<file path="src/rtl/pipe_ctrl_regs.sv">
// Control-signal pipeline registers for the Decode->Execute->Memory->Writeback path,
// with a small FSM that holds Execute while an external multi-cycle divider runs.
module pipe_ctrl_regs #(
  parameter int ALUCW      = 5,
  parameter int DIV_CYCLES = 32
) (
  input  logic             clk,
  input  logic             rst,
  input  logic             memtoregD,
  input  logic             memwriteD,
  input  logic             alusrcD,
  input  logic             regdstD,
  input  logic             regwriteD,
  input  logic             hilo_writeD,
  input  logic             divD,
  input  logic [ALUCW-1:0] alucontrolD,
  input  logic             branchD,
  input  logic             equalD,
  input  logic             stallD,
  input  logic             stallE,
  input  logic             stallM,
  input  logic             flushE,
  input  logic             flushM,
  input  logic             flushW,
  output logic             pcsrcD,
  output logic             memtoregE,
  output logic             alusrcE,
  output logic             regdstE,
  output logic             regwriteE,
  output logic             validE,
  output logic [ALUCW-1:0] alucontrolE,
  output logic             memtoregM,
  output logic             memwriteM,
  output logic             regwriteM,
  output logic             hilo_writeM,
  output logic             validM,
  output logic             memtoregW,
  output logic             regwriteW,
  output logic             validW,
  output logic             div_start,
  output logic             div_stall
);

  typedef enum logic [1:0] {IDLE, BUSY, DONE} div_state_e;

  typedef struct packed {
    logic             memtoreg;
    logic             memwrite;
    logic             alusrc;
    logic             regdst;
    logic             regwrite;
    logic             hilo_write;
    logic             div;
    logic [ALUCW-1:0] alucontrol;
    logic             valid;
  } e_fields_t;

  typedef struct packed {
    logic memtoreg;
    logic memwrite;
    logic regwrite;
    logic hilo_write;
    logic valid;
  } m_fields_t;

  typedef struct packed {
    logic memtoreg;
    logic regwrite;
    logic valid;
  } w_fields_t;

  localparam logic [7:0] DIV_LOAD = 8'(DIV_CYCLES - 1);

  e_fields_t  e_q, e_d;
  m_fields_t  m_q, m_d;
  w_fields_t  w_q, w_d;
  div_state_e state_q, state_d;
  logic [7:0] cnt_q, cnt_d;
  logic       stall_e_eff;

  assign pcsrcD      = branchD & equalD & ~stallD;
  assign stall_e_eff = stallE | div_stall;

  // Divide sequencer: launch from IDLE, count down in BUSY, release Execute in DONE.
  // Outputs depend only on state, E-stage registers and flushE.
  always_comb begin
    state_d   = state_q;
    cnt_d     = cnt_q;
    div_start = 1'b0;
    div_stall = 1'b0;
    case (state_q)
      IDLE: begin
        if (e_q.valid && e_q.div && !flushE) begin
          div_start = 1'b1;
          div_stall = 1'b1;
          state_d   = BUSY;
          cnt_d     = DIV_LOAD;
        end
      end
      BUSY: begin
        div_stall = 1'b1;
        if (cnt_q == 8'd0) state_d = DONE;
        else               cnt_d   = cnt_q - 8'd1;
      end
      DONE: begin
        // Stay here under an external hold so the same divide is not relaunched.
        if (!stallE) state_d = IDLE;
      end
      default: state_d = IDLE;
    endcase
    if (flushE) begin
      state_d = IDLE;
      cnt_d   = 8'd0;
    end
  end

  always_comb begin
    e_d = e_q;
    if (flushE) begin
      e_d = '0;
    end else if (!stall_e_eff) begin
      e_d.memtoreg   = memtoregD;
      e_d.memwrite   = memwriteD;
      e_d.alusrc     = alusrcD;
      e_d.regdst     = regdstD;
      e_d.regwrite   = regwriteD;
      e_d.hilo_write = hilo_writeD;
      e_d.div        = divD;
      e_d.alucontrol = alucontrolD;
      e_d.valid      = 1'b1;
    end
  end

  // A held Execute stage sends bubbles downstream rather than duplicating its op.
  always_comb begin
    m_d = m_q;
    if (flushM) begin
      m_d = '0;
    end else if (!stallM) begin
      if (stall_e_eff) begin
        m_d = '0;
      end else begin
        m_d.memtoreg   = e_q.memtoreg;
        m_d.memwrite   = e_q.memwrite;
        m_d.regwrite   = e_q.regwrite;
        m_d.hilo_write = e_q.hilo_write;
        m_d.valid      = e_q.valid;
      end
    end
  end

  always_comb begin
    w_d = '0;
    if (!flushW && !stallM) begin
      w_d.memtoreg = m_q.memtoreg;
      w_d.regwrite = m_q.regwrite;
      w_d.valid    = m_q.valid;
    end
  end

  always_ff @(posedge clk or negedge rst) begin
    if (!rst) begin
      e_q     <= '0;
      m_q     <= '0;
      w_q     <= '0;
      state_q <= IDLE;
      cnt_q   <= 8'd0;
    end else begin
      e_q     <= e_d;
      m_q     <= m_d;
      w_q     <= w_d;
      state_q <= state_d;
      cnt_q   <= cnt_d;
    end
  end

  assign memtoregE   = e_q.memtoreg;
  assign alusrcE     = e_q.alusrc;
  assign regdstE     = e_q.regdst;
  assign regwriteE   = e_q.regwrite;
  assign validE      = e_q.valid;
  assign alucontrolE = e_q.alucontrol;
  assign memtoregM   = m_q.memtoreg;
  assign memwriteM   = m_q.memwrite;
  assign regwriteM   = m_q.regwrite;
  assign hilo_writeM = m_q.hilo_write;
  assign validM      = m_q.valid;
  assign memtoregW   = w_q.memtoreg;
  assign regwriteW   = w_q.regwrite;
  assign validW      = w_q.valid;

endmodule

</file>
<file path="config.mk">
export PLATFORM = sky130hd
export DESIGN_NAME = pipe_ctrl_regs
export DESIGN_NICKNAME = d
export VERILOG_FILES = /design/src/rtl/pipe_ctrl_regs.sv
export SDC_FILE = /design/constraint.sdc
export NUM_CORES = 1
export LEC_CHECK = 0
export BUFFER_PORTS_ARGS = -buffer_cell sky130_fd_sc_hd__buf_2
export CAP_MARGIN = 25
export CORE_AREA = 4 4 62 64
export CTS_BUF_LIST = sky130_fd_sc_hd__clkbuf_8
export DETAILED_ROUTE_END_ITERATION = 12
export DIE_AREA = 0 0 66 68
export PLACE_DENSITY = 0.86
export REMOVE_ABC_BUFFERS = 1
export SLEW_MARGIN = 10
export SYNTH_ARGS = -nofsm -noshare
export SYNTH_HDL_FRONTEND = slang
export SYNTH_SLANG_ARGS = --single-unit
</file>
<file path="constraint.sdc">
create_clock -name clk -period 1.9 [get_ports clk]
set_input_delay 0.095 -clock clk [delete_from_list [all_inputs] [get_ports clk]]
set_output_delay 0.095 -clock clk [all_outputs]
set_load 0.02 [all_outputs]
</file>
==> results.md, run 1 <==
- Detailed Routing Iterations Pass 1: 4
- Synthesized area: around 1600 um2
- TritonCTS clock tree: built
- Finish-stage setup viols: 0
- Crit path DAT: 1.98 ns
- Io pins: 43
- Vias in the first global route: 1151
- Antenna violations before repair: 0
- Setup slack, reg-to-reg: roughly 0.12 ns
- Minimum clock period: 1.78 ns
- Syn Area/Cell: about 11 um2
- Netlist cell types: 34
- Peak supply drop: 0.468 mV
- Internal Power: approximately 1100 uW
- Fin. max-slew vios: 0
- CTS root buf: clkbuf_8
- Worst path required time: about 2.1 ns
- Row count: 21
- Reg-to-Reg End: cnt_q[5]
- Buffers on Ports: 42
- Die Span Y: approximately 68 um
- Placed wire-length estimate: 2250 um
- P per Cell Area: approximately 810 nW/um2
- Synth Instances: 150
- CTS Buf Count: 5
- Hold Violations, Final: 0
- CTS sink cnt: 31
- Reg power frac: 0.467
- Least-Margin Pin Slew: 0.970 ns
- R2R depth: 6
- # DRC: 0
- Area after DPL: between 1500 and 2000 um2
- Die area: roughly 4500 um2
- Worst setup EP type: flip-flop
- Status: finished clean
- First-pass GRT wire length: 5220 um
- Power Total: roughly 1600 uW
- Clock transition at the registers of the reported paths: 0.06 ns
- Clock buffer depth: 2
- Clk Latency, worst-skew pair: about 0.28 ns
- #FFs+latches synth: 31
- Final period utilization: 0.937
- Main flop type after synthesis: dfrtp_1
- Largest net degree at the start of global routing: 38
- Leak: about 0.00095 uW
- Final core utilization: 0.585
- HP Start: regwriteD
- Final Cell Area: ~1900 um2
- Max-Cap Viols: 0
- FF-to-FF Start: cnt_q[0]
- HP Class: input port to flip-flop
- Total gr overflow: 0
- Combinational power share: 0.174
- Seq/Total Area, Yosys: 0.492
- Sw Ratio: 0.269
- Syn. warnings: 0
- Worst slew margin: 0.352
- Fin cells: between 200 and 250
- NumNets Final: 215
- ANT cells: 0
- Starting Density: 0.480
- Die W: 66 um
- Layout cell share with drive strength beyond 1: 0.286
- Startpoint Class: flip-flop
- Hold EP: regwriteE
- DRT antenna net count: 0
- Clock power frac: 0.359
- Vias per cell: 5.11
- Area growth from synthesis to layout: 21.8%
- Drt wl/cell: approximately 13 um
- Skew final: ~0.0042 ns
- Async SR Flop Fraction: 1.00
- Switching power: ~420 uW
- Post-CTS setup buffer count: 0
- Via count: approximately 1200
- Achievable frequency: about 560 MHz
- Hold path cells: 3
- WS Path Type: flip-flop to flip-flop
- Crit path max fanout: 6
- Placed cells: around 230
- Core Region: between 3000 and 4000 um2
- Total wire length: between 3000 and 4000 um
- Initial drt markers: 44
- Gr usage total: 0.155
- EDFF count, synth: 0
- RD Place Congestion: around 0.86
- H-tree levels: 2
[through the flow]
| step | hold WS [ns] | setup TNS, ns | setup WS (ns) |
|---|---|---|---|
| after global placement | 0.164 | 0 | 0.153 |
| final | 0.0608 | 0 | 0.120 |
| after detailed placement | 0.167 | 0 | 0.0794 |
| after CTS | 0.0596 | 0 | 0.0659 |
| after global routing | 0.0651 | -0.0467 | -0.0467 |
| after floorplan | -0.201 | 0 | 0.156 |
[worst max-delay path, cell delays in order, from the launching register on]
cell,delay [ns]
dfrtp_1,0.36
inv_1,0.09
ha_1,0.21
nor3b_2,0.19
a311o_1,0.35
or3_1,0.36
a21boi_1,0.15
[sequential cells by signal, indices dropped and copies added, names as in the netlist]
name,cells
validM,1
regwriteM,1
memwriteM,1
regwriteE,1
hilo_writeM,1
regdstE,1
cnt_q,8
regwriteW,1
e_q,3
state_q,2
alusrcE,1
alucontrolE,5
memtoregM,1
memtoregE,1
validW,1
validE,1
memtoregW,1
[power by group through the flow]
stage	Combinational (uW)	Sequential [uW]	Clock, uW
finish	270	727	558
global route	301	733	596
CTS	265	726	576
detailed placement	263	738	0
global placement	258	736	0
floorplan	145	755	0
[synth_stat cells, types with 2 or more instances]
| cell | count | area (um2) |
|---|---|---|
| a22o_1 | 4 | 35.0 |
| buf_4 | 6 | 45.0 |
| nand2b_1 | 25 | 156 |
| inv_1 | 4 | 15.0 |
| nor2_1 | 10 | 37.5 |
| clkbuf_1 | 4 | 15.0 |
| nand3_1 | 4 | 20.0 |
| nand2_1 | 5 | 18.8 |
| and2_1 | 3 | 18.8 |
| nor3_1 | 2 | 10.0 |
| a311oi_1 | 2 | 17.5 |
| a21oi_1 | 7 | 35.0 |
| o21a_1 | 2 | 15.0 |
| mux2i_1 | 13 | 130 |
| nor3b_1 | 5 | 37.5 |
| ha_1 | 2 | 25.0 |
| nor2b_1 | 3 | 18.8 |
| dfrtp_1 | 31 | 776 |
| or3_1 | 3 | 18.8 |
[worst max path at each step]
stage               startpoint        end
floorplan               validE  memtoregM
global placement      cnt_q[0]   cnt_q[5]
detailed placement    cnt_q[0]   cnt_q[5]
CTS                   cnt_q[0]   cnt_q[7]
global route          cnt_q[0]   cnt_q[7]
finish                cnt_q[0]   cnt_q[5]
[cells in the final DEF, fill, tap and decap left out, types with 3 or more instances in the layout]
cell type / n
nor2_1: 10
or3_1: 3
nand2_1: 5
clkbuf_8: 7
mux2i_1: 13
inv_1: 5
and2_1: 3
nand2b_1: 25
nand3_1: 4
nor2b_1: 3
buf_2: 42
a21oi_1: 7
dfrtp_1: 31
nor3b_1: 4
a22o_1: 4
[final cells by class]
| class | instances | area, um2 |
|---|---|---|
| Clock buffer | 7 | 96.3 |
| Sequential cell | 31 | 776 |
| Tap cell | 46 | 57.6 |
| Fill cell | 278 | 1360 |
| Multi-Input combinational cell | 104 | 738 |
| Clock inverter | 1 | 3.75 |
| Timing Repair Buffer | 45 | 235 |
| Inverter | 4 | 15.0 |
[routing by layer]
layer | vias to the layer above | GRT usage | share of wire
li1 | 601 | - | -
met1 | 580 | 0.181 | 0.42
met2 | 29 | 0.257 | 0.50
met3 | 7 | 0.0378 | 0.052
met4 | 0 | 0.0990 | 0.026
met5 | - | 0 | 0
[what timing repair did]
| item | 4_1_cts | 5_1_grt |
|---|---|---|
| hold buffers | 1 | 0 |
| endpoints found under the setup margin | 0 | 5 |
| resized for setup | 0 | 2 |
| hold endpoints to repair | 31 | 0 |
[cell families after synthesis]
family	share of synthesized area
DFF	0.492
buffers and inverters	0.0507
muxes	0.0825
xor gates and xnor gates	0.00555
and+or+nand+nor	0.236
AOI/OAI and AO/OA	0.117
adders and majority gates	0.0159
(Power assumes the default switching activity.)
==> run 2: changes to the inputs <==
--- a/config.mk
+++ b/config.mk
@@ -6,7 +6,7 @@
 export NUM_CORES = 1
 export LEC_CHECK = 0
 export BUFFER_PORTS_ARGS = -buffer_cell sky130_fd_sc_hd__buf_2
-export CAP_MARGIN = 25
+export CAP_MARGIN = 20
 export CORE_AREA = 4 4 62 64
 export CTS_BUF_LIST = sky130_fd_sc_hd__clkbuf_8
 export DETAILED_ROUTE_END_ITERATION = 12
==> constraint.sdc (replaced) <==
create_clock -name clk -period 1.8 [get_ports clk]
set_input_delay 0.09 -clock clk [delete_from_list [all_inputs] [get_ports clk]]
set_output_delay 0.09 -clock clk [all_outputs]
set_load 0.02 [all_outputs]
==> run 2 against run 1 <==
Net effect:
- register-to-register slack lost 0.04 ns
- first-iteration DRC count increased by 82%
- power up 3.2%
- sequential share of layout area is 0.90 points lower
- final cell count rose by 2.1%
- fmax is 3.3% higher
- worst hold slack lost 0.0085 ns
- sequential power up 5.6%
==> results.md, run 2 (same netlist as run 1, synthesis figures left out) <==
- GR peak layer: met2
- CTS sink cnt: 31
- Leak: around 0.001 uW
- Vias per cell: between 5 and 6
- NumNets Final: 220
- Core Region: 3280 um2
- HP Class: input port to flip-flop
- Minimum clock period: around 1.7 ns
- Worst Hold Slack: about 0.052 ns
- Routing usage on met3: 0.0608
- TritonCTS clock tree: built
- RD Place Congestion: around 0.85
- Finish-stage setup viols: 0
- Clock transition at the registers of the reported paths: approximately 0.07 ns
- Worst slew margin: 0.345
- Initial drt markers: 80
- Final period utilization: 0.958
- Vias in the first global route: around 1200
- Max reg flops: 8
- Antenna violations before repair: 0
- Row count: 21
- # DRC: 0
- Buffers on Ports: 42
- Die W: about 66 um
- Crit path max fanout: 18
- Status: finished clean
- Detailed Routing Iterations Pass 1: 4
- WS Path Type: flip-flop to flip-flop
- Met2 Usage GRT: 0.282
- Via count: 1263
- DRT antenna net count: 0
- Final WS setup: 0.0763 ns
- Crit path DAT: about 2.0 ns
- Peak supply drop: approximately 0.57 mV
- First-pass GRT wire length: ~5600 um
- Layout cell share with drive strength beyond 1: 0.310
- Commonest non-fill, non-tap cell in the layout: buf_2
- Fin. max-slew vios: 0
- Commonest cells after routing, fill and taps aside: buf_2 (42), dfrtp_1 (31), nand2b_1 (25)
- Total wire length: ~3300 um
- Area growth from synthesis to layout: 24.6%
- Hold Violations, Final: 0
- Worst path required time: just over 2 ns
- Drt wl/cell: 13.7 um
- Placed wire-length estimate: 2310 um
- P per Cell Area: 816 nW/um2
- FILL cells: 279
- Die Span Y: slightly below 70 um
- CTS Buf Count: 5
- Die area: 4490 um2
- CTS root buf: clkbuf_8
- Fin cells: roughly 240
- ANT cells: 0
- Least-Margin Pin Slew: roughly 1 ns
- H-tree levels: 2
- Starting Density: 0.480
- Clock buffer depth: 2
- Startpoint Class: flip-flop
- Worst setup EP type: flip-flop
- Largest Register: cnt_q
- Max-Cap Viols: 0
- Routing usage on met1: 0.199
- Largest net degree at the start of global routing: 38
- Placed cells: about 230
- Pre-CTS setup slack: approximately 0.020 ns
- Clk Latency, worst-skew pair: 0.29 ns
- Total gr overflow: 0
- Io pins: 43
- Gr usage total: 0.169
- Achievable frequency: roughly 580 MHz
- Skew final: about 0.0054 ns
==> run 2: layout make-up <==
class	instances	area [um2]	share of cell area
Inverter	4	15.0	0.00764
Timing Repair Buffer	50	273	0.139
Clock buffer	5	68.8	0.0350
Tap cell	46	57.6	0.0293
Clock inverter	3	16.3	0.00827
Sequential cell	31	776	0.395
Multi-Input combinational cell	104	759	0.386
==> run 2: critical path, stage by stage, from the launching register on <==
cell and delay, ns:
dfrtp_1 0.49, a21oi_1 0.11, nor2_2 0.76, a32o_1 0.30
==> run 2: metrics by stage <==
| step | TNS, ns | power [uW] | util | instance area (um2) |
|---|---|---|---|---|
| after floorplan | 0 | 950 | - | 1510 |
| after global placement | 0 | 1060 | 0.556 | 1830 |
| after detailed placement | 0 | 1060 | 0.556 | 1830 |
| after CTS | 0 | 1590 | 0.587 | 1930 |
| after global routing | -0.128 | 1700 | 0.598 | 1970 |
| final | 0 | 1600 | 0.598 | 1970 |
==> run 2: path summary, 6_finish.rpt <==
kind,startpoint,endpoint,slack [ns],depth (start not counted)
max in group asynchronous,rst,cnt_q[5],1.00,2
setup reg to reg,state_q[1],memtoregM,0.08,3
min in group asynchronous,rst,hilo_writeM,0.37,2
setup / recovery,state_q[1],memtoregM,0.08,3
hold reg to reg,hilo_writeM,hilo_writeM,0.51,1
hold / removal,alucontrolD[3],alucontrolE[3],0.05,3
==> run 2: report_power, final <==
| part | leakage [uW] | internal [uW] | switching, uW | total (uW) |
|---|---|---|---|---|
| sequential | 0.000421 | 734 | 34.6 | 768 |
| combinational | 0.000511 | 141 | 169 | 311 |
| clock | 0.0000453 | 264 | 262 | 526 |
==> run 2: timing repair <==
action                                 in CTS  in global routing
setup endpoints to repair                   1                 10
setup buffers                               1                  0
hold buffers                                1                  0
pin swaps                                   0                  2
endpoints found under the hold margin      31                  0
gates resized for setup                     0                  5
==> run 2: per-layer routing <==
layer / wire length (um) / part of all wire
met2: 1700 / 0.51
met4: 61 / 0.018
met1: 1380 / 0.41
met5: 0 / 0
met3: 181 / 0.054
